File: config.mk
export PLATFORM = sky130hd
export DESIGN_NAME = instr_loader
export DESIGN_NICKNAME = d
export VERILOG_FILES = /design/src/rtl/instr_loader.sv
export SDC_FILE = /design/constraint.sdc
export NUM_CORES = 1
export LEC_CHECK = 0
export CAP_MARGIN = 20
export CORE_ASPECT_RATIO = 2
export CORE_MARGIN = 1
export CORE_UTILIZATION = 43
export DETAILED_ROUTE_END_ITERATION = 16
export GPL_TIMING_DRIVEN = 1
export MAX_ROUTING_LAYER = met4
export PLACE_DENSITY = 0.86
export SYNTH_ARGS = -nofsm -noshare
export SYNTH_HDL_FRONTEND = slang
export SYNTH_SLANG_ARGS = --single-unit
File: constraint.sdc
create_clock -name P_clock -period 1.55 [get_ports P_clock]
set_input_delay 0.31 -clock P_clock [delete_from_list [all_inputs] [get_ports P_clock]]
set_output_delay 0.31 -clock P_clock [all_outputs]
set_load 0.02 [all_outputs]
File: src/rtl/instr_loader.sv
// -----------------------------------------------------------------------------
// instr_loader
//
// Program loader for the 2**ADDR_W-entry instruction memory. It takes a framed
// byte stream over a valid/ready handshake: a length byte, then the instruction
// bytes, then (optionally) a checksum byte. It writes the instruction bytes to
// sequential memory addresses starting at 0 and reports done or error.
//
// Build option:
//   LOADER_CHECKSUM_EN  when defined, a trailing checksum byte is required and
//                       the load completes only if the 8-bit sum of all
//                       instruction bytes plus the checksum byte is zero.
//                       When undefined, the CSUM state and sum register are
//                       absent and the load completes after the len-th byte.
//
// Ports:
//   P_clock    loader clock, rising edge
//   reset      asynchronous, active-high
//   start      single-cycle pulse; begins or restarts a load
//   in_valid   in_data holds a valid byte
//   in_data    stream byte
//   in_ready   loader accepts a byte this cycle (high in LEN, DATA, CSUM)
//   mem_we     registered write strobe, one cycle per instruction byte
//   mem_addr   registered write address
//   mem_wdata  registered write data
//   count      instruction bytes written in the current load
//   busy       high in LEN, DATA, CSUM
//   done       load completed successfully
//   error      load aborted on an illegal length or checksum fault
// -----------------------------------------------------------------------------
module instr_loader #(
    parameter int ADDR_W = 5,
    parameter int DATA_W = 8
) (
    input  logic              P_clock,
    input  logic              reset,
    input  logic              start,
    input  logic              in_valid,
    input  logic [DATA_W-1:0] in_data,
    output logic              in_ready,
    output logic              mem_we,
    output logic [ADDR_W-1:0] mem_addr,
    output logic [DATA_W-1:0] mem_wdata,
    output logic [ADDR_W:0]   count,
    output logic              busy,
    output logic              done,
    output logic              error
);

`ifdef LOADER_CHECKSUM_EN
    typedef enum logic [2:0] {
        S_IDLE, S_LEN, S_DATA, S_CSUM, S_DONE, S_ERR
    } state_t;
`else
    typedef enum logic [2:0] {
        S_IDLE, S_LEN, S_DATA, S_DONE, S_ERR
    } state_t;
`endif

    localparam logic [ADDR_W:0] MAX_LEN = (ADDR_W+1)'(2**ADDR_W);

    state_t          state;
    state_t          state_next;
    logic [ADDR_W:0] len;
    logic [ADDR_W:0] count_inc;
    logic [ADDR_W:0] len_in;
    logic            len_ok;
    logic            accept;
    logic            last_byte;
`ifdef LOADER_CHECKSUM_EN
    logic [DATA_W-1:0] sum;
`endif

    // start wins over a byte presented in the same cycle: that byte is dropped.
    assign accept    = in_valid && in_ready && !start;
    assign len_in    = in_data[ADDR_W:0];
    assign len_ok    = (len_in != '0) && (len_in <= MAX_LEN);
    assign count_inc = count + 1'b1;
    assign last_byte = (count_inc == len);

    // Moore status outputs decoded from the state register.
    assign in_ready = (state == S_LEN) || (state == S_DATA)
`ifdef LOADER_CHECKSUM_EN
                      || (state == S_CSUM)
`endif
                      ;
    assign busy  = in_ready;
    assign done  = (state == S_DONE);
    assign error = (state == S_ERR);

    // NOTE: sequential state uses non-blocking assignments so every register
    // samples pre-edge values, independent of block ordering.
    always_ff @(posedge P_clock or posedge reset) begin
        if (reset) begin
            state <= S_IDLE;
        end else begin
            state <= state_next;
        end
    end

    // NOTE: state_next gets a default before the case so no path leaves it
    // unassigned, which would otherwise infer a latch.
    always_comb begin
        state_next = state;
        if (start) begin
            state_next = S_LEN;
        end else if (accept) begin
            case (state)
                S_LEN:  state_next = len_ok ? S_DATA : S_ERR;
                S_DATA: begin
                    if (last_byte) begin
`ifdef LOADER_CHECKSUM_EN
                        state_next = S_CSUM;
`else
                        state_next = S_DONE;
`endif
                    end
                end
`ifdef LOADER_CHECKSUM_EN
                S_CSUM: state_next = ((sum + in_data) == '0) ? S_DONE : S_ERR;
`endif
                default: state_next = state;
            endcase
        end
    end

    // Datapath. count doubles as the write pointer: len never exceeds the
    // memory depth, so the pointer cannot wrap and always equals count.
    always_ff @(posedge P_clock or posedge reset) begin
        if (reset) begin
            len       <= '0;
            count     <= '0;
            mem_we    <= 1'b0;
            mem_addr  <= '0;
            mem_wdata <= '0;
`ifdef LOADER_CHECKSUM_EN
            sum       <= '0;
`endif
        end else begin
            mem_we <= 1'b0;
            if (start) begin
                count <= '0;
            end else if (accept) begin
                if (state == S_LEN) begin
                    len   <= len_in;
                    count <= '0;
`ifdef LOADER_CHECKSUM_EN
                    sum   <= '0;
`endif
                end else if (state == S_DATA) begin
                    mem_we    <= 1'b1;
                    mem_addr  <= count[ADDR_W-1:0];
                    mem_wdata <= in_data;
                    count     <= count_inc;
`ifdef LOADER_CHECKSUM_EN
                    sum       <= sum + in_data;
`endif
                end
            end
        end
    end

endmodule

==> qor.yml, run 1 <==
finalHoldViolations: 0
drtPass1Iterations: 4
numClockSinks: 29
synth_cell_types: 33
outcome: "finished with violations"
timing.hold.ws_ps: 267.9
cp_top_family: "simple AND/OR/NAND/NOR gates"
drv_slew: 0
cp_data_required_time_ps: 1720
end_kind: "flop"
initial_utilization_pct: 45.88
worst_slack_ps: -60.38
power_per_cell_area_nw_per_um2: 1335
fp.dieH_um: 81.72
clock_latency_ps: 290
ys_warn_count: 0
tritoncts: "done"
num-nets-final: 223
hold_class: "in2reg"
r2r_setup_slack_ps: -60
clock_skew_ps: 6.091
cts_buffer_depth: 2
period_minus_slack_ps: 1610
antenna_found_initial: 0
fin_total_pwr_mw: 2.898
drc_errors: 0
cp-start-kind: "flop"
yosys_register_bits: 29
period_share_pct: 103.9
pre_cts_slack_ps: -606.0
r2r-end: "len[3]"
cts_root_buf: "clkbuf_8"
syn_inst: 142
path_cells: "buf_6, or4_4, mux2_2"
max_slew_margin_pct: 74.03
max_freq_ghz: 0.6210
drive_above_1_share_pct: 33.65
setup_tns_ps: -461.7
crit_fanout: 6
path_depth: 3
synth.avg_cell_area_um2: 9.622
grt_setup_unrepaired: "true"
grt_pass1_vias: 1356
mostFrequentLayoutCells: "41 x nand2_1, 27 x dfrtp_1, 27 x buf_4, 17 x dlygate4sd2_1, 10 x buf_6"
regArea_um2: 728.2
ios: 36
hpwlAfterDp_um: 2633
via_per_inst: 5.577
clkPwrFrac_pct: 28.5
ant_nets: 0
yosys-top-cells-area: "dfrtp_1 53%, nand2_1 11%, mux2_2 4.9%, o21ai_0 2.9%, xor2_1 2.6%"
cts.clk_slew.worst_paths_ps: 70
critical_path_class: "reg2reg"
fillers: 176
r2r_start: "state[1]"
slowest_delay_ps: 580
violations: "setup timing"
grt_overflow: 0
p_leak_nw: 1.158
synth_top_area_share_pct: 53.11
num_rows: 28
tightest_slew_ps: 389.6
final_common_cell: "nand2_1"
swShare_pct: 32.97
dr.first_iter.drc_count: 29
synth_area_um2: 1366
final-setup-viol-count: 9
numCtsBuffers: 5
track_usage_pct: 25.64
crit_start: "state[1]"
finalWirelength_um: 4438
core_area_um2: 2978
p_switching_uw: 955.4
r2r_cells: 3
yosysSeqAreaShare_pct: 53.11
htreeDepth: 2
power_frac_seq_pct: 38.0
vias: 1344
place.gp.congestion: 0.8607
grt_pass1_wl_um: 6285
io_buffers: 35
avgRoutedWirePerCell_um: 18.41
multi_input_area_um2: 678.2
p_int_mw: 1.943
syn_to_final_growth_pct: 58.88
cp.arrival_ps: 1780
critPathBufInv: 1
finalCoreUtilization_pct: 72.90
peakVddDrop_v: 0.001290
yosys.area.top_type: "dfrtp_1"
synth_nets: 155
max_cap_violations: 0
dieArea_um2: 3421
cpMaxStageDelayCell: "or4_4"
grt_max_degree: 30
endpoint: "len[3]"
die_x_um: 41.86
ctsHoldBuffers: 0
comb_power_share_pct: 33.4
diodes: 0
-- per-layer routing --
layer  part of all wire (%)  global-route usage, %  vias to the layer above
li1                       -                      -                      611
met1                     36                  24.53                      668
met2                     56                  45.94                       46
met3                    4.3                  5.275                       19
met4                    3.4                  16.13                        0
met5                      0                      -                        -
-- cells in the mapped netlist --
cell / n
clkbuf_1: 3
ha_1: 1
nor2_1: 3
o21a_1: 1
or3_1: 5
or4_1: 2
or3b_2: 1
xor2_1: 4
o21bai_1: 2
buf_2: 2
a21o_1: 1
nand3_1: 2
and2_1: 2
o21ai_0: 8
nor3b_1: 2
nand2_1: 41
and3_1: 1
a32oi_1: 1
a21oi_2: 1
nor2b_1: 1
o41a_1: 1
mux2_2: 6
nor3_1: 3
dfrtp_1: 29
nand3b_1: 1
a21oi_1: 3
a211o_1: 1
a22o_1: 1
a31oi_1: 2
inv_1: 5
xnor2_1: 3
buf_4: 1
o211ai_1: 2
-- sequential cells by signal, summed over array words and instances (netlist names) --
register and flops:
count 6, len 6, mem_addr 5, mem_wdata 8, mem_we 1, state 3
-- tightest hold or removal path, stage by stage --
cell     delay [ps]
buf_6            80
nand2_1          60
nand2_1          60
-- through the flow --
| stage | area [µm²] | instances |
|---|---|---|
| 3_3_place_gp | 1906 | 225 |
| 5_1_grt | 2171 | 241 |
| 6_report | 2171 | 241 |
| 4_1_cts | 2041 | 238 |
| 2_1_floorplan | 1366 | 142 |
| 3_5_place_dp | 1906 | 225 |
-- power groups by stage --
stage                     logic, mW  clock network, mW  registers [mW]
after global placement        0.827                  0            1.07
after floorplan               0.378                  0            1.16
final                         0.969              0.827            1.10
after global routing           1.02              0.858            1.11
after detailed placement      0.867                  0            1.09
after CTS                     0.850              0.823            1.08
-- cells by family after synthesis --
family	synth area share, %
AOI/OAI and AO/OA	11.63
xor gates and xnor gates	4.487
adders and majority gates	0.9156
buffers and inverters	3.480
DFF	53.11
muxes	4.945
and+or+nand+nor	21.43
-- layout make-up --
type,instances,area share [%]
flip-flops and latches,29,33.54
multi-input cells,102,31.24
repair buffers,67,27.15
clock buffers,7,3.977
well taps,30,1.729
clock inverters,1,1.383
inverters,5,0.9798
-- how the worst min path moves through the flow --
stage,cells past startpoint,endpoint,startpoint,slack [ps]
final,3,mem_wdata[2],in_data[2],270
after global routing,3,mem_wdata[2],in_data[2],280
after CTS,3,mem_wdata[2],in_data[2],270
after detailed placement,2,mem_addr[4],mem_addr[4],470
after global placement,2,mem_addr[2],mem_addr[2],460
after floorplan,1,state[2],start,370
-- timing repair --
action                                  CTS  global route
setup buffers                             5             3
endpoints found under the setup margin   44            34
gates resized for setup                  60            31
pin swaps                                 9            10
endpoints found under the hold margin     0             0
Power figures use the tool's default switching activity.
==> run 2, diff against run 1 <==
- SKIP_LAST_GASP: default -> 1
==> run 2 against run 1 <==
Net effect: the flow still finishes with violations (setup timing); power down 1.3%; setup slack better by 20 ps; fmax up 1.3%; non-clock buffer count unchanged; first-iteration DRC count up 62%; die area unchanged; clock-buffer cell count unchanged; largest cell class unchanged; register-to-register slack better by 20 ps; flip-flop and latch count unchanged; clock power down 0.8%; hold slack worse by 8.9 ps.
==> qor.yml, run 2 (synthesized netlist as in run 1, its figures left out) <==
ios: 36
regMostFlops: "mem_wdata"
swShare_pct: 33.11
numClockSinks: 29
crit_fanout: 6
place.gp.congestion: 0.8607
end_kind: "flop"
ctsHoldBuffers: 0
finalNonFillerCells: 241
diodes: 0
hpwlAfterDp_um: 2633
comb_power_share_pct: 32.7
dp.cells: 225
via_per_inst: 5.647
antenna_found_initial: 0
worst_slack_ps: -40.46
peakVddDrop_v: 0.001369
syn_to_final_growth_pct: 57.42
final-setup-viol-count: 10
drtPass1Iterations: 4
finalWirelength_um: 4413
clkPwrFrac_pct: 28.7
finalCoreUtilization_pct: 72.23
avgRoutedWirePerCell_um: 18.31
initial_utilization_pct: 45.88
clock_skew_ps: 3.706
drive_above_1_share_pct: 32.70
drv_slew: 0
cts.clk_slew.worst_paths_ps: 60
power_per_cell_area_nw_per_um2: 1330
critPathBufInv: 1
hold_class: "in2reg"
cp-start-kind: "flop"
final_common_cell: "nand2_1"
clock_latency_ps: 290
htreeDepth: 2
dieArea_um2: 3421
largest_register_ffs: 8
cp_top_family: "simple AND/OR/NAND/NOR gates"
fp.dieH_um: 81.72
p_switching_uw: 947.1
cts_root_buf: "clkbuf_8"
dr.first_iter.drc_count: 47
grt_max_degree: 30
violations: "setup timing"
grt_pass1_wl_um: 6306
path_cells: "buf_6, or4_4, mux2_2"
finalHoldViolations: 0
numCtsBuffers: 5
grt_setup_unrepaired: "true"
setup_tns_ps: -254.2
core_area_um2: 2978
period_share_pct: 102.6
max_slew_margin_pct: 74.79
p_leak_nw: 1.152
track_usage_pct: 25.74
grt_pass1_vias: 1362
max_cap_violations: 0
vias: 1361
critical_path_class: "reg2reg"
die_x_um: 41.86
slowest_delay_ps: 570
grt_overflow: 0
p_int_mw: 1.913
tightest_slew_ps: 378.2
ant_nets: 0
num-nets-final: 223
mostFrequentLayoutCells: "41 x nand2_1, 27 x dfrtp_1, 27 x buf_4, 17 x dlygate4sd2_1, 8 x buf_6"
cp_data_required_time_ps: 1720
max_freq_ghz: 0.6287
tritoncts: "done"
cp.arrival_ps: 1760
cts_buffer_depth: 2
period_minus_slack_ps: 1590
outcome: "finished with violations"
power_frac_seq_pct: 38.6
cpMaxStageDelayCell: "or4_4"
num_rows: 28
top_regs: "mem_wdata (8), count (6), len (6)"
io_buffers: 35
drc_errors: 0
## run 2: worst paths after layout
kind / startpoint / endpoint / slack (ps) / cells past startpoint
max: state[1] / len[3] / -40 / 3
min: in_data[2] / mem_wdata[2] / 260 / 3
max reg2reg: state[1] / len[3] / -40 / 3
min reg2reg: mem_wdata[4] / mem_wdata[4] / 480 / 2
max in group asynchronous: reset / state[1] / 850 / 3
min in group asynchronous: reset / count[1] / 390 / 3
## run 2: worst register-to-register path: stages, from the launching register on
cell and delay [ps]:
dfrtp_2 450, buf_6 140, or4_4 570, mux2_2 310
## run 2: what timing repair did
item,CTS,global route
buffers inserted,5,3
pin swaps,9,10
resized for setup,58,27
gates cloned,0,0
setup endpoints to repair,44,34
## run 2: power groups by stage
stage               registers, mW  logic, mW  clock network [mW]
floorplan                    1.16      0.378                   0
finish                       1.10      0.936               0.820
CTS                          1.08      0.857               0.823
global placement             1.07      0.827                   0
detailed placement           1.09      0.867                   0
global route                 1.11      0.998               0.855
## run 2: final cells by class
type                    count  area, µm²
multi-input cells         102      670.6
clock inverters             1      30.03
repair buffers             67      576.8
inverters                   5      21.27
well taps                  30      37.54
clock buffers               7      86.33
flip-flops and latches     29      728.2
fillers                   168      827.0
## run 2: metrics by stage
step / setup WS (ps) / hold WS, ps / instance area, µm² / power [mW]
after floorplan: -84.13 / 365.9 / 1366 / 1.535
after global placement: -545.7 / 456.6 / 1906 / 1.901
after detailed placement: -606.0 / 468.4 / 1906 / 1.958
after CTS: -73.08 / 272.7 / 2047 / 2.758
after global routing: -67.45 / 271.2 / 2151 / 2.965
final: -40.46 / 259.0 / 2151 / 2.860
## run 2: layer usage
layer | up-vias | global-route usage [%] | part of all wire, %
li1 | 615 | - | -
met2 | 58 | 46.25 | 55
met1 | 670 | 24.53 | 37
met4 | 0 | 16.13 | 3.3
met3 | 18 | 5.275 | 4.7
met5 | - | - | 0
==> run 3, diff against run 2 <==
- TNS_END_PERCENT: default -> 5
==> run 3 against run 2 <==
Net effect: the flow still finishes with violations (setup timing); utilization fell by 1.9 points; design area fell by 2.7%; flip-flop and latch count did not move; cell count fell by 0.83%; clock power barely moved.
==> qor.yml, run 3 (synthesized netlist as in run 1, its figures left out) <==
tritoncts: "done"
grt_overflow: 0
cts.clk_slew.worst_paths_ps: 60
worst_slack_ps: -145.4
finalWirelength_um: 4160
dieArea_um2: 3421
final-setup-viol-count: 36
diodes: 0
numCtsBuffers: 5
cts_root_buf: "clkbuf_8"
cp-start-kind: "flop"
max_cap_violations: 0
final_common_cell: "nand2_1"
clock_skew_ps: 4.781
finalHoldViolations: 0
hpwlAfterDp_um: 2633
timing.hold.ws_ps: 289.6
grt_pass1_vias: 1362
drtPass1Iterations: 4
track_usage_pct: 25.29
initial_utilization_pct: 45.88
numClockSinks: 29
place.gp.congestion: 0.8607
max_slew_margin_pct: 67.89
grt_max_degree: 30
power_per_cell_area_nw_per_um2: 1355
outcome: "finished with violations"
drv_slew: 0
grt_pass1_wl_um: 6189
critical_path_class: "reg2out"
num_rows: 28
die_x_um: 41.86
dr.first_iter.drc_count: 54
via_per_inst: 5.653
antenna_found_initial: 0
end_kind: "primary output"
htreeDepth: 2
clock_latency_ps: 290
crit_fanout: 4
core_area_um2: 2978
period_share_pct: 109.4
period_minus_slack_ps: 1695
cp.arrival_ps: 1390
io_buffers: 35
fp.dieH_um: 81.72
avgRoutedWirePerCell_um: 17.41
syn_to_final_growth_pct: 53.21
p_leak_nw: 1.022
max_freq_ghz: 0.5898
tightest_slew_ps: 476.6
largest_register_ffs: 8
ant_nets: 0
peakVddDrop_v: 0.001327
violations: "setup timing"
regMostFlops: "mem_wdata"
num-nets-final: 221
drc_errors: 0
cts_buffer_depth: 2
vias: 1351
dp.cells: 225
ctsHoldBuffers: 0
top_regs: "mem_wdata (8), count (6), len (6)"
grt_setup_unrepaired: "true"
cp_data_required_time_ps: 1240
hold_class: "in2reg"
mostFrequentLayoutCells: "41 x nand2_1, 29 x dfrtp_1, 29 x buf_4, 25 x clkdlybuf4s50_1, 8 x o21ai_0"
finalNonFillerCells: 239
drive_above_1_share_pct: 28.23
ios: 36
run 3: cell types whose count changed in the layout (fill, tap and decap cells not counted), sizes merged:
cell and delta:
buf -7, clkbuf +3, dlygate4sd1 +1, inv -1
dlymetal6s2s -3, clkdlybuf4s50 +19, dlygate4sd2 -15, clkinvlp +1
run 3: power by group:
group	internal [mW]	switching [mW]
Combinational	0.468	0.460
Clock	0.523	0.298
Sequential	0.935	0.152
run 3: worst max-delay path: stages, from the launching register on:
cell and delay [ps]:
dfrtp_1 420, buf_4 150, nor3_1 190, dlygate4sd1_1 340
run 3: path summary, 6_finish.rpt:
check	from	endpoint	slack [ps]	cells after the start
worst max register to register	state[1]	state[0]	-110	5
worst min-delay path	in_data[3]	mem_wdata[3]	290	3
max in group asynchronous	reset	mem_we	880	3
worst max-delay path	state[1]	error	-150	3
worst min register to register	mem_wdata[4]	mem_wdata[4]	480	2
min in group asynchronous	reset	count[1]	390	3
run 3: layout make-up:
type,count,area [µm²]
Clock buffer,7,86.33
Clock inverter,1,30.03
Fill cell,177,884.6
Inverter,5,22.52
Multi-Input combinational cell,102,633.1
Sequential cell,29,725.7
Tap cell,30,37.54
Timing Repair Buffer,65,558.0
run 3: timing repair:
action | CTS | global route
setup buffers | 3 | 3
gates resized for setup | 19 | 21
setup endpoints to repair | 44 | 51
pin swaps | 5 | 5
run 3: stage by stage:
stage	instance area [µm²]	setup slack (ps)	power, mW	utilization [%]	setup TNS [ps]
after floorplan	1366	-84.13	1.535	-	-84.13
after global placement	1906	-545.7	1.901	63.99	-10600
after detailed placement	1906	-606.0	1.958	63.99	-11380
after CTS	2048	-103.0	2.793	68.78	-1602
after global routing	2093	-208.2	2.940	70.29	-3151
final	2093	-145.4	2.837	70.29	-1462
run 3: metal layers:
layer	track usage, %	vias to the layer above	share of wire [%]
li1	-	613	-
met1	24.03	675	36
met2	46.56	51	57
met3	4.615	12	3.8
met4	14.52	0	3.0
met5	-	-	0
